$ cat src/rtl/stream_window_sum.sv
// Sums consecutive windows of up to N input samples and queues {sum, length}
// per window in a 2-entry output FIFO; i_flush closes a partial window early.
module stream_window_sum #(
    parameter int unsigned DW = 4,
    parameter int unsigned N  = 10,
    localparam int unsigned CW = $clog2(N + 1),
    localparam int unsigned SW = DW + CW
) (
    input  logic          clk,
    input  logic          rst,
    input  logic          i_valid,
    output logic          i_ready,
    input  logic [DW-1:0] i_data,
    input  logic          i_flush,
    output logic          o_valid,
    input  logic          o_ready,
    output logic [SW-1:0] o_sum,
    output logic [CW-1:0] o_len
);

    logic          rst_q;
    logic [SW-1:0] acc_q, acc_d;
    logic [CW-1:0] cnt_q, cnt_d;
    logic [SW-1:0] sum_mem_q [2];
    logic [CW-1:0] len_mem_q [2];
    logic          wr_ptr_q, rd_ptr_q;
    logic [1:0]    count_q, count_d;

    logic          full;
    logic          accept;
    logic          pop;
    logic          push;
    logic [SW-1:0] acc_nxt;
    logic [CW-1:0] cnt_nxt;

    // Handshakes, window accumulation and close decision
    always_comb begin
        full    = (count_q == 2'd2);
        i_ready = !rst_q && !full;
        o_valid = (count_q != 2'd0);
        o_sum   = o_valid ? sum_mem_q[rd_ptr_q] : '0;
        o_len   = o_valid ? len_mem_q[rd_ptr_q] : '0;

        accept  = i_valid && i_ready;
        pop     = o_valid && o_ready;
        acc_nxt = accept ? acc_q + SW'(i_data) : acc_q;
        cnt_nxt = accept ? cnt_q + CW'(1) : cnt_q;

        // A flush never pushes into a full FIFO, so nothing is ever overwritten
        push    = (accept && (cnt_q == CW'(N - 1)))
               || (i_flush && !full && ((cnt_q != '0) || accept));

        acc_d   = push ? '0 : acc_nxt;
        cnt_d   = push ? '0 : cnt_nxt;

        count_d = count_q;
        case ({push, pop})
            2'b10:   count_d = count_q + 2'd1;
            2'b01:   count_d = count_q - 2'd1;
            default: count_d = count_q;
        endcase
    end

    // rst_q holds i_ready low for the first cycle after reset release
    always_ff @(posedge clk or posedge rst) begin
        if (rst) begin
            rst_q        <= 1'b1;
            acc_q        <= '0;
            cnt_q        <= '0;
            count_q      <= 2'd0;
            wr_ptr_q     <= 1'b0;
            rd_ptr_q     <= 1'b0;
            sum_mem_q[0] <= '0;
            sum_mem_q[1] <= '0;
            len_mem_q[0] <= '0;
            len_mem_q[1] <= '0;
        end else begin
            rst_q   <= 1'b0;
            acc_q   <= acc_d;
            cnt_q   <= cnt_d;
            count_q <= count_d;
            if (push) begin
                sum_mem_q[wr_ptr_q] <= acc_nxt;
                len_mem_q[wr_ptr_q] <= cnt_nxt;
                wr_ptr_q            <= !wr_ptr_q;
            end
            if (pop) begin
                rd_ptr_q <= !rd_ptr_q;
            end
        end
    end

endmodule

$ cat config.mk
export PLATFORM = sky130hd
export DESIGN_NAME = stream_window_sum
export DESIGN_NICKNAME = d
export VERILOG_FILES = /design/src/rtl/stream_window_sum.sv
export SDC_FILE = /design/constraint.sdc
export NUM_CORES = 1
export LEC_CHECK = 0
export BUFFER_PORTS_ARGS = -buffer_cell sky130_fd_sc_hd__buf_2
export CORE_UTILIZATION = 25
export DETAILED_ROUTE_END_ITERATION = 6
export HOLD_SLACK_MARGIN = 0.02
export PLACE_DENSITY_LB_ADDON = 0.3
export SYNTH_ARGS = -nofsm -noshare
export SYNTH_HDL_FRONTEND = slang
export SYNTH_SLANG_ARGS = --single-unit
$ cat constraint.sdc
create_clock -name clk -period 2.09 [get_ports clk]
set_input_delay 0.209 -clock clk [delete_from_list [all_inputs] [get_ports clk]]
set_output_delay 0.209 -clock clk [all_outputs]
set_load 0.05 [all_outputs]
==> flow_metrics.tcl, run 1 <==
set metrics [dict create \
    core_um2 7850 \
    mappedNetlistNets 218 \
    count_of_vias_placed_by_the_detailed_router 1407 \
    grt_util_all_layers_pct 10.8 \
    detailedPlacementHpwl_mm 2.86 \
    firstDrtPassIters 4 \
    num_cts_buffers 5 \
    worst-r2r-cell-count 7 \
    drt.antenna.violating_nets 0 \
    synth_seq_area_share_pct 50.1 \
    maxSlewHeadroom_pct 56.0 \
    number_of_antenna_violations_at_the_first_check_in_global_routing 0 \
    setup.worst_path.start_class "register" \
    synth_largest_area_cell "dfrtp_1" \
    run_status "finished clean" \
    fin_worst_skew_ps 4.71 \
    synth.cell_area_um2 2050 \
    worst_setup_path_end_kind "register" \
    synth_enable_flop_cells 0 \
    pin_count_of_the_biggest_net_entering_global_routing 42 \
    crit_required_ps 2230 \
    hold_class "input port to asynchronous set/reset pin" \
    crit-reg2reg-capture "sum_mem_q[6]$_DFFE_PP0P_" \
    grt_setup_unrepaired "false" \
    tritoncts_clock_tree "built" \
    cts.sinks 41 \
    tightestPinTransition_ps 658 \
    drt_drc_violations_left 0 \
    crit-reg2reg-launch "acc_q[0]$_DFF_PP0_" \
    global_route_wire_length_before_repair_mm 7.00 \
    synth_seq_cells 41 \
    synth_area_leaders "dfrtp_1, nor2_1, mux2i_1" \
    cts.repair_timing.setup_buffer_count 0 \
    max-cap-violations 0 \
    ys.flop_type "dfrtp_1" \
    slew_violations 0 \
    yosysTopAreaCellShare_pct 48.8 \
    worst-setup-path-type "register to register" \
    vias_per_cell 4.29 \
    synthToLayoutAreaGrowth_pct 16.4 \
    fp.dieArea_um2 8560 \
    die_height_um 92.5 \
    htreeDepth 2 \
    clk_latency_ps 290 \
    setup_tns_ps 0 \
    fmaxAchievable_ghz 0.514 \
    synth_async_sr_flop_share_pct 100 \
    number_of_distinct_standard_cells_referenced_by_the_synthesized_netlist 34 \
    synthTopCellsByCount "nor2_1, dfrtp_1, a21oi_1" \
    drive_gt1_share_pct 18.6 \
    crit_path_max_fanout 3 \
    wl_per_cell_um 12.7 \
    timing.final.setup_violations 0 \
    postSynthAreaPerCell_um2 10.2 \
    critical_path_arrival_ps 2090 \
    antennaDiodeCount 0 \
    top_level_ports 23 \
    cts.path.max_buffers 2 \
    worstSetupEndpoint "sum_mem_q[6]$_DFFE_PP0P_" \
    post-synth-top-count-cell "nor2_1" \
    cts_root_buf "clkbuf_8" \
    min_period_ps 1950 \
    overflow 0 \
    synth-warning-count 0 \
    start_util_pct 26.1 \
    hold_viol 0 \
    cts.clk_slew.worst_paths_ps 80 \
    grt_pass1_vias 1344 \
    chipWidth_um 92.5 \
    postSynthCellCount 200 \
    r2r_slack_ps 140 \
    core_rows 32 \
    critical_path.startpoint "acc_q[0]$_DFF_PP0_" \
    routed_wirelength_mm 4.18 \
    place.gp.congestion 0.717 \
    detailedRoute.firstIterationViolations 74 \
    final_min_period_over_clock_period_pct 93.1 \
    port_bufs 22 \
    final_net_count 243 \
    fill_cells 835 \
]
flip-flops by register name, indices dropped and copies added (netlist names):
| signal | cells |
|---|---|
| acc_q | 8 |
| cnt_q | 4 |
| count_q | 2 |
| len_mem_q | 8 |
| rd_ptr_q | 1 |
| rst_q | 1 |
| sum_mem_q | 16 |
| wr_ptr_q | 1 |
per-stage QoR:
stage          area, um^2  utilization (%)  worst slack [ps]  hold slack (ps)  cells
2_1_floorplan        2050                -               144              439    200
3_3_place_gp         2290             29.1               199              380    320
3_5_place_dp         2290             29.1               161              380    320
4_1_cts              2380             30.3               133             66.4    328
5_1_grt              2380             30.4              24.0             81.8    328
6_report             2380             30.4               144             38.7    328
cell type report:
cell class | count | area [um^2] | share of cell area (%)
clock buffers | 8 | 90.1 | 3.78
inverters | 8 | 30.0 | 1.26
flip-flops and latches | 41 | 1030 | 43.1
well taps | 102 | 128 | 5.35
multi-input cells | 142 | 950 | 39.8
repair buffers | 27 | 160 | 6.72
per-layer routing:
layer / wire length (um) / track usage [%] / part of all wire, %
met5: 0 / 0 / 0
met4: 48 / 3.91 / 1.1
met3: 155 / 2.55 / 3.7
met2: 1760 / 14.7 / 42
met1: 2210 / 16.3 / 53
cells in the final DEF, fill, tap and decap left out, drive strengths merged, types with 2 or more instances in the layout:
cell type,n
nor2b,2
a21oi,26
mux2i,16
ha,8
o211ai,3
nand2,4
nor2,55
clkbuf,8
buf,27
xnor2,6
dfrtp,40
xor2,6
inv,8
cell families after synthesis:
group,synth area share [%]
simple gates,14.7
mux,7.81
xor+xnor,5.13
buf+inv,3.91
compound gates,12.3
other cells,0.183
fa+ha+maj,5.86
flops,50.1
critical path: stages, from the launching register on:
cell and delay (ps):
dfrtp_1 390, ha_1 210, fa_1 400, a21o_1 170, a21oi_1 200, nor3_1 90, xnor2_1 230, a21oi_1 100
worst min-delay path by stage:
| stage | from | end | slack (ps) | depth (start not counted) |
|---|---|---|---|---|
| floorplan | rst | acc_q[0]$_DFF_PP0_ | 440 | 1 |
| global placement | rst | len_mem_q[2]$_DFFE_PP0P_ | 380 | 3 |
| detailed placement | rst | cnt_q[2]$_DFF_PP0_ | 380 | 3 |
| CTS | rst | count_q[1]$_DFFE_PP0P_ | 70 | 3 |
| global route | rst | len_mem_q[6]$_DFFE_PP0P_ | 80 | 3 |
| finish | rst | cnt_q[2]$_DFF_PP0_ | 40 | 3 |
repair_timing:
item	4_1_cts	5_1_grt
endpoints found under the setup margin	0	1
gates resized for setup	0	1
hold buffers	0	0
Power of run 1 is left out: the tool's default activity adds up to more than one toggle a clock period on the data nets, which glitch-free logic cannot reach.
==> run 2, diff against run 1 <==
CORE_UTILIZATION = 40   (was 25)
PLACE_DENSITY_LB_ADDON = 0.05   (was 0.3)
==> flow_metrics.tcl, run 2 (synthesis gave the netlist of run 1 again) <==
set metrics [dict create \
    top_level_ports 23 \
    clk_latency_ps 290 \
    number_of_flip_flops_under_the_largest_register_name 16 \
    fp.dieArea_um2 5410 \
    postCtsHoldBufs 0 \
    hold_class "input port to asynchronous set/reset pin" \
    cts_root_buf "clkbuf_8" \
    run_status "finished clean" \
    drt_drc_violations_left 0 \
    worst-setup-path-type "register to primary output" \
    pin_count_of_the_biggest_net_entering_global_routing 42 \
    cts.path.max_buffers 2 \
    port_bufs 22 \
    finalInstanceArea_um2 2320 \
    grt_pass1_vias 1375 \
    cts.sinks 41 \
    fill_cells 469 \
    chipWidth_um 73.6 \
    register_cell_area_after_layout_um2 1030 \
    tightestPinTransition_ps 660 \
    die_height_um 73.6 \
    critical_path_arrival_ps 1700 \
    layout.cells.most_common_list "nor2_1, dfrtp_1, a21oi_1" \
    fin_worst_skew_ps 7.24 \
    multi_input_area_um2 948 \
    number_of_antenna_violations_at_the_first_check_in_global_routing 0 \
    detailedPlacementHpwl_mm 2.86 \
    maxSlewHeadroom_pct 55.9 \
    fmaxAchievable_ghz 0.524 \
    max-cap-violations 0 \
    wl_per_cell_um 14.2 \
    synthToLayoutAreaGrowth_pct 13.4 \
    regMostFlops "sum_mem_q" \
    cts.clk_slew.worst_paths_ps 80 \
    firstDrtPassIters 4 \
    grt_util_all_layers_pct 18.0 \
    layout.cells.most_common "nor2_1" \
    drive_gt1_share_pct 19.1 \
    hold_viol 0 \
    core_um2 4820 \
    setup.worst_path.start_class "register" \
    final_net_count 243 \
    crit_path_max_fanout 8 \
    crit_required_ps 1880 \
    num_cts_buffers 5 \
    routed_wirelength_mm 4.13 \
    htreeDepth 2 \
    slew_violations 0 \
    drt.antenna.violating_nets 0 \
    final_min_period_over_clock_period_pct 91.4 \
    detailedRoute.firstIterationViolations 52 \
    tritoncts_clock_tree "built" \
    grt_setup_unrepaired "false" \
    antennaDiodeCount 0 \
    place.gp.congestion 0.753 \
    overflow 0 \
    start_util_pct 42.5 \
    count_of_vias_placed_by_the_detailed_router 1418 \
    reg_top3 "sum_mem_q: 16 flops, acc_q: 8 flops, len_mem_q: 8 flops" \
    timing.final.setup_violations 0 \
    vias_per_cell 4.86 \
    post_dp_cell_area_um2 2230 \
    worst_setup_path_end_kind "primary output" \
    global_route_wire_length_before_repair_mm 6.97 \
    core_rows 25 \
    min_period_ps 1910 \
    setup_tns_ps 0 \
]
run 2: layout make-up:
cell class	count	share of cell area (%)
sequential	41	44.2
multi-input combinational	142	40.8
timing repair buffer	27	6.35
clock buffer	7	3.72
tap	67	3.61
inverter	8	1.29
run 2: final timing paths:
kind	start	to	slack, ps	cells after the start
min in group clk	o_ready	rd_ptr_q$_DFFE_PP0P_	320	3
worst min-delay path	rst	sum_mem_q[11]$_DFFE_PP0P_	30	3
worst max register to register	acc_q[0]$_DFF_PP0_	sum_mem_q[4]$_DFFE_PP0P_	200	7
worst max-delay path	rd_ptr_q$_DFFE_PP0P_	o_sum[7]	180	4
max in group asynchronous	rst	rst_q$_DFF_PP1_	1690	3
worst min register to register	sum_mem_q[10]$_DFFE_PP0P_	sum_mem_q[10]$_DFFE_PP0P_	520	2
run 2: metal layers:
metal	track usage, %	up-vias	share of wire (%)
met3	5.08	5	3.9
met1	23.6	684	48
met2	28.4	27	47
met5	0	-	0
met4	6.41	0	1.5
li1	-	702	-
run 2: timing repair:
item / 4_1_cts / 5_1_grt
setup endpoints to repair: 0 / 3
resized for setup: 0 / 2
buffers inserted: 0 / 0
run 2: per-stage QoR:
step	utilization [%]	instances	setup WS, ps	hold WS [ps]
after detailed placement	46.3	285	111	364
final	48.2	292	180	28.3
after global placement	46.3	285	209	357
after CTS	48.1	292	80.0	46.7
after floorplan	-	200	144	439
after global routing	48.2	292	25.1	67.7
run 2: critical path, stage by stage (launching register included):
cell and delay, ps:
dfrtp_1 650, buf_4 280, mux2i_1 210, nor2_1 50
buf_2 210
Power of run 2 is left out for the same reason.
